==> config.mk <==
export PLATFORM = sky130hd
export DESIGN_NAME = host_spi_readout_flat
export DESIGN_NICKNAME = d
export VERILOG_FILES = /design/src/rtl/host_spi_readout_pkg.sv /design/src/rtl/host_spi_readout_if.sv /design/src/rtl/host_spi_readout_sync.sv /design/src/rtl/host_spi_readout.sv /design/src/flat_wrapper.sv
export SDC_FILE = /design/constraint.sdc
export NUM_CORES = 1
export LEC_CHECK = 0
export CAP_MARGIN = 20
export CELL_PAD_IN_SITES_DETAIL_PLACEMENT = 0
export CELL_PAD_IN_SITES_GLOBAL_PLACEMENT = 1
export CORE_MARGIN = 2
export CORE_UTILIZATION = 44
export CTS_CLUSTER_SIZE = 16
export DETAILED_ROUTE_END_ITERATION = 10
export PLACE_DENSITY_LB_ADDON = 0.1
export SYNTH_ARGS = -nofsm -noshare
export SYNTH_HDL_FRONTEND = slang
export SYNTH_SLANG_ARGS = --single-unit
==> constraint.sdc <==
create_clock -name clk -period 3.43 [get_ports clk]
set_clock_uncertainty 0.2 [all_clocks]
set_input_delay 1.029 -clock clk [delete_from_list [all_inputs] [get_ports clk]]
set_output_delay 1.029 -clock clk [all_outputs]
set_load 0.01 [all_outputs]
==> src/rtl/host_spi_readout_pkg.sv <==
// host_spi_pkg: command codes, status/underrun words, FSM encoding and CRC-8 step for host_spi_readout.
// The CRC state only exists when HOST_SPI_CRC_EN is defined.
package host_spi_pkg;
  localparam logic [7:0]  CMD_READ      = 8'h01;
  localparam logic [7:0]  CMD_STATUS    = 8'h02;
  localparam logic [7:0]  STATUS_MAGIC  = 8'h5A;
  localparam logic [23:0] UNDERRUN_WORD = 24'hFFFFFF;
  localparam logic [7:0]  CRC_POLY      = 8'h07;
  typedef enum logic [2:0] {
    ST_IDLE = 3'd0,
    ST_CMD  = 3'd1,
    ST_LOAD = 3'd2,
    ST_DATA = 3'd3,
`ifdef HOST_SPI_CRC_EN
    ST_CRC  = 3'd5,
`endif
    ST_HOLD = 3'd4
  } state_e;
  // Host firmware decodes empty=bit0, underrun=bit1, full=bit2, abort=bit3.
  function automatic logic [23:0] status_word(input logic abort, input logic full,
                                              input logic underrun, input logic empty);
    return {STATUS_MAGIC, 12'h000, abort, full, underrun, empty};
  endfunction
  function automatic logic [7:0] crc_step(input logic [7:0] crc, input logic din);
    return {crc[6:0], 1'b0} ^ ((crc[7] ^ din) ? CRC_POLY : 8'h00);
  endfunction
endpackage

==> src/rtl/host_spi_readout_if.sv <==
// host_spi_readout_if: read port of the sample FIFO; master = readout (pops), slave = FIFO.
interface host_spi_readout_if #(
  parameter int DATA_WIDTH = 24
);
  logic [DATA_WIDTH-1:0] fifo_data_out;
  logic                  fifo_empty;
  logic                  fifo_full;
  logic                  fifo_rd_en;
  modport master (input fifo_data_out, input fifo_empty, input fifo_full, output fifo_rd_en);
  modport slave (output fifo_data_out, output fifo_empty, output fifo_full, input fifo_rd_en);
endinterface

==> src/rtl/host_spi_readout_sync.sv <==
// host_spi_sync: multi-flop synchroniser with one-clk rise/fall pulses taken after the last stage.
module host_spi_sync #(
  parameter int   STAGES  = 2,
  parameter logic RST_VAL = 1'b0
) (
  input  logic clk,
  input  logic rst,
  input  logic d_i,
  output logic rise_o,
  output logic fall_o
);
  logic [STAGES-1:0] sync_q;
  logic              prev_q;
  always_ff @(posedge clk) begin
    if (!rst) begin
      sync_q <= {STAGES{RST_VAL}};
      prev_q <= RST_VAL;
    end else begin
      sync_q <= (sync_q << 1) | STAGES'(d_i);
      prev_q <= sync_q[STAGES-1];
    end
  end
  assign rise_o = sync_q[STAGES-1] & ~prev_q;
  assign fall_o = ~sync_q[STAGES-1] & prev_q;
endmodule

==> src/rtl/host_spi_readout.sv <==
// host_spi_readout: mode-0 SPI slave that pops one FIFO word per READ frame or answers STATUS.
// Define HOST_SPI_CRC_EN to append a CRC-8 (poly 0x07, init 0) byte after the data phase.
module host_spi_readout
  import host_spi_pkg::*;
#(
  parameter int DATA_WIDTH  = 24,
  parameter int CMD_WIDTH   = 8,
  parameter int SYNC_STAGES = 2
) (
  input  logic clk,
  input  logic rst,
  input  logic host_sck,
  input  logic host_cs_n,
  input  logic host_mosi,
  output logic host_miso,
  output logic busy,
  host_spi_readout_if.master fifo
);
  localparam int CW = $clog2((DATA_WIDTH > CMD_WIDTH ? DATA_WIDTH : CMD_WIDTH) + 1);
  localparam logic [2:0] S_IDLE = ST_IDLE;
  localparam logic [2:0] S_CMD  = ST_CMD;
  localparam logic [2:0] S_LOAD = ST_LOAD;
  localparam logic [2:0] S_DATA = ST_DATA;
  localparam logic [2:0] S_HOLD = ST_HOLD;
`ifdef HOST_SPI_CRC_EN
  localparam logic [2:0] S_CRC  = ST_CRC;
  logic [7:0] crc_q, crc_d;
`endif
  logic                   sck_rise, sck_fall, cs_rise, cs_fall;
  logic [SYNC_STAGES-1:0] mosi_q;
  logic [2:0]             state_q, state_d;
  logic [CW-1:0]          cnt_q, cnt_d;
  logic [CMD_WIDTH-1:0]   cmd_q, cmd_d;
  logic [DATA_WIDTH-1:0]  shreg_q, shreg_d, load_word;
  logic [1:0]             ld_q, ld_d;
  logic miso_q, miso_d, rd_en_q, rd_en_d, busy_q, busy_d, popped_q, popped_d;
  logic und_q, und_d, abt_q, abt_d, skip_q, skip_d;
  logic is_read, is_status, pop;
  host_spi_sync #(.STAGES(SYNC_STAGES), .RST_VAL(1'b0)) u_sck (
    .clk(clk), .rst(rst), .d_i(host_sck), .rise_o(sck_rise), .fall_o(sck_fall)
  );
  host_spi_sync #(.STAGES(SYNC_STAGES), .RST_VAL(1'b1)) u_cs (
    .clk(clk), .rst(rst), .d_i(host_cs_n), .rise_o(cs_rise), .fall_o(cs_fall)
  );
  assign is_read   = cmd_q == CMD_WIDTH'(CMD_READ);
  assign is_status = cmd_q == CMD_WIDTH'(CMD_STATUS);
  assign pop       = is_read && !fifo.fifo_empty;
  assign load_word = popped_q  ? fifo.fifo_data_out :
                     is_read   ? DATA_WIDTH'(UNDERRUN_WORD) :
                     is_status ? DATA_WIDTH'(status_word(abt_q, fifo.fifo_full, und_q, fifo.fifo_empty)) :
                                 '0;
  always_comb begin
    state_d  = state_q;
    cnt_d    = cnt_q;
    cmd_d    = cmd_q;
    shreg_d  = shreg_q;
    ld_d     = ld_q;
    miso_d   = miso_q;
    rd_en_d  = 1'b0;
    busy_d   = busy_q;
    popped_d = popped_q;
    und_d    = und_q;
    abt_d    = abt_q;
    skip_d   = skip_q;
`ifdef HOST_SPI_CRC_EN
    crc_d    = crc_q;
`endif
    if (cs_rise) begin
      state_d  = S_IDLE;
      miso_d   = 1'b0;
      busy_d   = 1'b0;
      popped_d = 1'b0;
      abt_d    = abt_q | (popped_q && (state_q == S_LOAD || state_q == S_DATA));
    end else begin
      case (state_q)
        S_IDLE: if (cs_fall) begin
          state_d  = S_CMD;
          cnt_d    = '0;
          miso_d   = 1'b0;
          busy_d   = 1'b1;
          popped_d = 1'b0;
        end
        S_CMD: if (sck_rise) begin
          cmd_d = {cmd_q[CMD_WIDTH-2:0], mosi_q[SYNC_STAGES-1]};
          cnt_d = cnt_q + 1'b1;
          if (cnt_q == CW'(CMD_WIDTH - 1)) begin
            state_d = S_LOAD;
            cnt_d   = '0;
            ld_d    = 2'd0;
            skip_d  = 1'b1;
          end
        end
        // ld_q: 0 = decode (and pop), 1 = wait for FIFO word, 2 = load shift register.
        S_LOAD: begin
          skip_d = sck_fall ? 1'b0 : skip_q;
          if (ld_q == 2'd0) begin
            rd_en_d  = pop;
            popped_d = pop;
            ld_d     = pop ? 2'd1 : 2'd2;
          end else if (ld_q == 2'd1) begin
            ld_d = 2'd2;
          end else begin
            shreg_d = load_word;
            miso_d  = load_word[DATA_WIDTH-1];
            und_d   = !is_status && (und_q || (is_read && !popped_q));
            abt_d   = !is_status && abt_q;
            state_d = S_DATA;
`ifdef HOST_SPI_CRC_EN
            crc_d   = crc_step(8'h00, load_word[DATA_WIDTH-1]);
`endif
          end
        end
        S_DATA: if (sck_rise) begin
          cnt_d = cnt_q + 1'b1;
          if (cnt_q == CW'(DATA_WIDTH - 1)) begin
            cnt_d   = '0;
`ifdef HOST_SPI_CRC_EN
            state_d = S_CRC;
`else
            state_d = S_HOLD;
            miso_d  = 1'b0;
`endif
          end
        end else if (sck_fall) begin
          skip_d = 1'b0;
          if (!skip_q) begin
            shreg_d = shreg_q << 1;
            miso_d  = shreg_q[DATA_WIDTH-2];
`ifdef HOST_SPI_CRC_EN
            crc_d   = crc_step(crc_q, shreg_q[DATA_WIDTH-2]);
`endif
          end
        end
`ifdef HOST_SPI_CRC_EN
        S_CRC: if (sck_rise) begin
          cnt_d = cnt_q + 1'b1;
          if (cnt_q == CW'(7)) begin
            cnt_d   = '0;
            state_d = S_HOLD;
            miso_d  = 1'b0;
          end
        end else if (sck_fall) begin
          miso_d = crc_q[7];
          crc_d  = crc_q << 1;
        end
`endif
        S_HOLD: miso_d = 1'b0;
        default: state_d = S_IDLE;
      endcase
    end
  end
  always_ff @(posedge clk) begin
    if (!rst) begin
      mosi_q   <= '0;
      state_q  <= S_IDLE;
      cnt_q    <= '0;
      cmd_q    <= '0;
      shreg_q  <= '0;
      ld_q     <= 2'd0;
      miso_q   <= 1'b0;
      rd_en_q  <= 1'b0;
      busy_q   <= 1'b0;
      popped_q <= 1'b0;
      und_q    <= 1'b0;
      abt_q    <= 1'b0;
      skip_q   <= 1'b0;
`ifdef HOST_SPI_CRC_EN
      crc_q    <= 8'h00;
`endif
    end else begin
      mosi_q   <= (mosi_q << 1) | SYNC_STAGES'(host_mosi);
      state_q  <= state_d;
      cnt_q    <= cnt_d;
      cmd_q    <= cmd_d;
      shreg_q  <= shreg_d;
      ld_q     <= ld_d;
      miso_q   <= miso_d;
      rd_en_q  <= rd_en_d;
      busy_q   <= busy_d;
      popped_q <= popped_d;
      und_q    <= und_d;
      abt_q    <= abt_d;
      skip_q   <= skip_d;
`ifdef HOST_SPI_CRC_EN
      crc_q    <= crc_d;
`endif
    end
  end
  assign host_miso       = miso_q;
  assign busy            = busy_q;
  assign fifo.fifo_rd_en = rd_en_q;
endmodule
==> src/flat_wrapper.sv <==
// flat-port wrapper written by rule: the top's interface ports become plain ports
module host_spi_readout_flat import host_spi_pkg::*;
#(
  parameter int DATA_WIDTH  = 24,
  parameter int CMD_WIDTH   = 8,
  parameter int SYNC_STAGES = 2
)
  (clk, rst, host_sck, host_cs_n, host_mosi, host_miso, busy, fifo_fifo_data_out, fifo_fifo_empty, fifo_fifo_full, fifo_fifo_rd_en);
  host_spi_readout_if #(.DATA_WIDTH(DATA_WIDTH)) fifo_i ();
  input  logic clk;
  input  logic rst;
  input  logic host_sck;
  input  logic host_cs_n;
  input  logic host_mosi;
  output logic host_miso;
  output logic busy;
  input wire logic [$bits(fifo_i.fifo_data_out)-1:0] fifo_fifo_data_out;
  input wire logic [$bits(fifo_i.fifo_empty)-1:0] fifo_fifo_empty;
  input wire logic [$bits(fifo_i.fifo_full)-1:0] fifo_fifo_full;
  output wire logic [$bits(fifo_i.fifo_rd_en)-1:0] fifo_fifo_rd_en;
  assign fifo_i.fifo_data_out = fifo_fifo_data_out;
  assign fifo_i.fifo_empty = fifo_fifo_empty;
  assign fifo_i.fifo_full = fifo_fifo_full;
  assign fifo_fifo_rd_en = fifo_i.fifo_rd_en;
  host_spi_readout #(.DATA_WIDTH(DATA_WIDTH), .CMD_WIDTH(CMD_WIDTH), .SYNC_STAGES(SYNC_STAGES)) u_core (.clk(clk), .rst(rst), .host_sck(host_sck), .host_cs_n(host_cs_n), .host_mosi(host_mosi), .host_miso(host_miso), .busy(busy), .fifo(fifo_i));
endmodule
; ---- Word-level counts from Yosys, hierarchy flattened
; Index checks and enable logic that the tools add are counted.
[totals]
register_bits = 56
latch_bits = 0
mem_bits_rw = 0
romBits = 0
inputBits = 31
output_inout_bits = 3
elab_cells = 142
mem_count = 0
[classes]
addsub = 1
mul = 0
div = 0
order_cmp = 0
n_eq_ne = 26
n_shift = 0
mux = 48
n_bitwise = 18
reduce_logical = 32
[op_table]
columns = operator, n
row1 = 2-to-1 mux 23 bit, 6
row2 = 2-to-1 mux 24 bit, 2
row3 = case mux 23 bit (2 select lines), 1
row4 = 2-to-1 mux 5 bit, 5
row5 = 2-to-1 mux 3 bit, 7
row6 = 2-to-1 mux 1 bit, 16
row7 = case mux 3 bit (5 select lines), 1
row8 = case mux 5 bit (3 select lines), 1
row9 = AND reduction 5 bit, 3
row10 = != test 2 x 1 -> 1 bit (second input constant), 7
row11 = AND reduction 7 bit, 2
row12 = != test 2 bit (second input constant), 6
row13 = 2-to-1 mux 2 bit, 5
row14 = NOT 1 bit, 10
row15 = AND reduction 3 bit, 3
row16 = == test 8 x 1 -> 1 bit (second input constant), 1
row17 = == test 8 x 2 -> 1 bit (second input constant), 1
row18 = AND reduction 8 bit, 1
row19 = nonzero test 2 bit, 4
row20 = == test 3 x 2 -> 1 bit (second input constant), 2
row21 = != test 3 bit (second input constant), 2
row22 = bitwise OR 2 x 1 -> 2 bit, 3
row23 = nonzero test 3 bit, 2
row24 = adder 5 x 1 -> 5 bit (second input constant), 1
row25 = other kinds (23), 33

; ---- Longest topological paths before layout
[logic_depth]
ltp_word = 7
ltp_mapped = 7
ltp_nobuf = 6

; ---- Cells and area by module
; A second synthesis with hierarchy kept.
[unflattened]
cells_unflattened = 300
hier_area_um2 = 2696.3
[modules_own_cells]
columns = mod, instances, cells_each, area_each_um2, seq_area_each_um2
row1 = host_spi_readout, 1, 284, 2513.7, 1001.0
row2 = host_spi_sync, 2, 8, 91.3, 60.1

; ---- Least setup slack after synthesis
; OpenSTA, ideal clock, no wires.
[synth_timing]
path_type = input to register
from = input fifo_fifo_empty
to = register u_core.ld_q[0]
setup_time_ns = 0.096
t_arrival_ns = 1.804
t_required_ns = 3.134
slack_ns = 1.331
path_stages = 2
n_path_buf = 0
cell_sequence = or4b_4 -> o41ai_2
[synth_between]
elab_chain_len = 5
[synth_rtl]
columns = item, line_no
row1 = "start, declared", flat_wrapper.sv:18  ; input wire logic [$bits(fifo_i.fifo_empty)-1:0] fifo_fifo_empty;
row2 = logical NOT 1 bit, host_spi_readout.sv:47  ; assign pop = is_read && !fifo.fifo_empty;
row3 = logical AND 1 bit, host_spi_readout.sv:47
row4 = 2-to-1 mux 2 bit, host_spi_readout.sv:99  ; ld_d = pop ? 2'd1 : 2'd2;
row5 = 2-to-1 mux 2 bit, host_spi_readout.sv:96  ; if (ld_q == 2'd0) begin
row6 = case mux 2 bit (2 select lines), host_spi_readout.sv:75  ; case (state_q)
row7 = "end signal, assigned", host_spi_readout.sv:176  ; ld_q <= ld_d;
row8 = "end, declared", host_spi_readout.sv:35  ; logic [1:0] ld_q, ld_d;
; No other way between the ends.
; A chain may end at the register's enable or synchronous reset.

; ---- Final worst setup path
[layout_timing]
from = register u_core.miso_q, in the netlist u_core.host_miso
to = output host_miso
[layout_rtl]
columns = item, line_no
row1 = "start, declared", host_spi_readout.sv:36  ; logic miso_q, miso_d, rd_en_q, rd_en_d, busy_q, busy_d, popped_q, popped_d;
row2 = "start signal, assigned", host_spi_readout.sv:177  ; miso_q <= miso_d;
row3 = "end, declared", flat_wrapper.sv:15  ; output logic host_miso;
; No word-level cell between the ends.

==> flow_summary_export.csv <==
group,metric,value,unit
final_layout,finalCoreUtilization,0.550,
global_route,grt-ovfl-total,0,
worst_setup_path,reg2reg_depth,5,
synth,ys_ff_latch,56,
sta,maxSlewViolCount,0,
place,dp_cells,399,
synth,synth_top_area_cell,"dfxtp_1",
floorplan,start_util,0.463,
worst_setup_path,required,2200,ps
clocking,cts_root_buffer,"clkbuf_8",
worst_setup_path,worst_setup_path_start_kind,"flop",
worst_hold_path,worstHoldEndpoint,"u_core.u_cs.sync_q[1]",
synth,ys_top_cells_by_count,"dfxtp_1, nand2_1, nor2_1",
worst_setup_path,cp_top_family,"buffers and inverters",
drt,wl_per_cell,14.0,um
place,hpwl,3870,um
global_route,grt_use_total,0.190,
sta,setup_viol,0,
power,ir_worst_vdd,0.000170,V
power,p_leak,1.10,nW
final_layout,flow.area_growth_from_synthesis,18.7,%
final_layout,seq_area,0.00112,mm2
clocking,cts_tree,"built",
synth,synth-edff-count,0,
synth,async_flop_share,0,
final_layout,final_cells,407,
global_route,grt_max_degree,24,
worst_setup_path,crit_slowest_cell,"clkdlybuf4s50_1",
drt,ant_nets,0,
sta,setup_tns,0,ps
sta,post-route-min-period,2440,ps
synth,avgSynthCellArea,8.46,um2
job,maxCapViolCount,0,
synth,synth_area,0.00260,mm2
sta,grt_setup_unrepaired,"no",
sta,hold_violations,0,
sta,slew_headroom,0.482,
floorplan,dieArea,0.00653,mm2
floorplan,fp.dieH,80.8,um
floorplan,core_area,0.00561,mm2
drt,drt-pass1-iter-count,4,
worst_hold_path,hold_path_class,"reg -> reg",
worst_setup_path,critPathBufInv,1,
worst_hold_path,hp-start,"u_core.u_cs.sync_q[0]",
worst_setup_path,regToRegSetupSlack,1040,ps
global_route,antenna_found_initial,0,
worst_setup_path,path_max_fanout,2,
drt,via_count,2267,
clocking,clkLatencyLatePin,310,ps
drt,vias_per_cell,5.57,
clocking,numCtsBuffers,5,
sta,fin_crit_sh,0.710,
clocking,postCtsSetupBuffers,0,
final_layout,multi_input_area,0.00138,mm2
power,p_per_area,362,mW/mm2
synth,synth_cell_type_count,55,
clocking,cts_resized,0,
synth,ys_warn_count,0,
worst_hold_path,hold_path_depth,1,
worst_setup_path,r2r-start,"u_core.state_q[0]",
floorplan,rows,27,
drt,drc,0,
clocking,cts_sinks,56,
worst_setup_path,end_kind,"output pin",
final_layout,layout.nets,366,
final_layout,fillers,560,
drt,routed_wl,5710,um
final_layout,drive_above_1_share,0.0746,
floorplan,die_w,80.8,um
place,gp_congestion,0.777,
worst_setup_path,path_class,"reg -> out",
synth,synthTopCellsByArea,"dfxtp_1, mux2i_1, nand2_1, nor2_1, a21oi_1",
final_layout,design_area,0.00308,mm2
drt,drtIter0Drc,157,
global_route,grt_first_pass_wirelength,9780,um
worst_setup_path,crit_chain,"clkdlybuf4s50_1",
status,status,"completed",
synth,ys.flop_type,"dfxtp_1",
sta,fmax,410,MHz
final_layout,num_antenna_cells,0,
clocking,clk_pin_slew,100,ps
synth,yosysTopAreaCellShare,0.432,
sta,worstMarginPinSlew,776,ps
synth,ys_seq_area_frac,0.432,
worst_setup_path,max_stage_delay,540,ps
global_route,grt_pass1_vias,2095,
place,portBuffers,33,
synth,yosysMostFrequentCell,"dfxtp_1",
place,place_area,0.00299,mm2
worst_setup_path,worstPathArrival,1210,ps
clocking,ctsHoldBuffers,0,
synth,syn_inst,307,
clocking,ctsHtreeMaxLevel,2,
clocking,clk_path_buf_depth,2,
worst_setup_path,r2r_end,"u_core.host_miso",
floorplan,io_pins,34,
synth,syn_nets,339,
==> area by class of cell <==
type                       instances  share of cell area
sequential                        56               0.364
multi-input combinational        228               0.448
clock inverter                     2             0.00447
timing repair buffer              40               0.124
clock buffer                       6              0.0268
tap                               72              0.0292
inverter                           3             0.00365
==> registers in the layout, summed over array words and instances, names as in the netlist <==
signal and count:
u_core.cmd_q 8, u_core.u_cs.sync_q 2, u_core.ld_q 2, u_core.shreg_q 23, u_core.abt_q 1, u_core.popped_q 1, u_core.fifo.fifo_rd_en 1, u_core.busy 1
u_core.mosi_q 2, u_core.cnt_q 5, u_core.u_sck.sync_q 2, u_core.state_q 3, u_core.u_cs.prev_q 1, u_core.und_q 1, u_core.host_miso 1, u_core.u_sck.prev_q 1
u_core.skip_q 1
==> kinds of logic after synthesis <==
family                   share of synthesized area
multiplexers                                0.0463
XOR/XNOR                                   0.00337
buffers and inverters                       0.0366
AND/OR/NAND/NOR                              0.240
flip-flops                                   0.432
adder cells (fa/ha/maj)                    0.00482
AO/OA/AOI/OAI                                0.237
==> routing by layer <==
layer / up-vias / GRT usage / routed length [um]
met5: - / 0 / 0
met3: 6 / 0.0367 / 195
met4: 0 / 0.0559 / 61
met2: 37 / 0.293 / 2480
li1: 1161 / - / -
met1: 1063 / 0.268 / 2980
==> power by group <==
part           leakage, nW  total, mW  switching (mW)  internal (mW)
logic                0.597     0.0744          0.0307         0.0437
registers            0.453      0.660         0.00530          0.655
clock network       0.0516      0.381           0.215          0.166
==> placed cells by master, fill, tap and decap left out, drive strengths merged, types with 6 or more instances in the layout <==
| cell | n |
|---|---|
| and2 | 7 |
| clkbuf | 6 |
| o21ai | 40 |
| a31oi | 7 |
| a21oi | 23 |
| dfxtp | 56 |
| nor2 | 31 |
| buf | 7 |
| clkdlybuf4s50 | 33 |
| nand2b | 8 |
| nor2b | 6 |
| mux2i | 12 |
| nand2 | 32 |
==> worst max-delay path by stage <==
| stage | from | endpoint | slack [ps] | cells past startpoint |
|---|---|---|---|---|
| after floorplan | fifo_fifo_empty | u_core.ld_q[0] | 1330 | 2 |
| after global placement | rst | u_core.fifo.fifo_rd_en | 760 | 5 |
| after detailed placement | rst | u_core.fifo.fifo_rd_en | 750 | 5 |
| after CTS | u_core.host_miso | host_miso | 980 | 1 |
| after global routing | u_core.state_q[0] | u_core.host_miso | 770 | 5 |
| final | u_core.host_miso | host_miso | 990 | 1 |
==> stage by stage <==
| stage | hold WS [ps] | setup slack, ps | power [mW] |
|---|---|---|---|
| floorplan | 186 | 1330 | 0.703 |
| global placement | 189 | 765 | 0.750 |
| detailed placement | 196 | 755 | 0.750 |
| CTS | 218 | 982 | 1.13 |
| global route | 235 | 775 | 1.17 |
| finish | 215 | 994 | 1.12 |
Note: power is estimated with default switching activity, not from simulation.
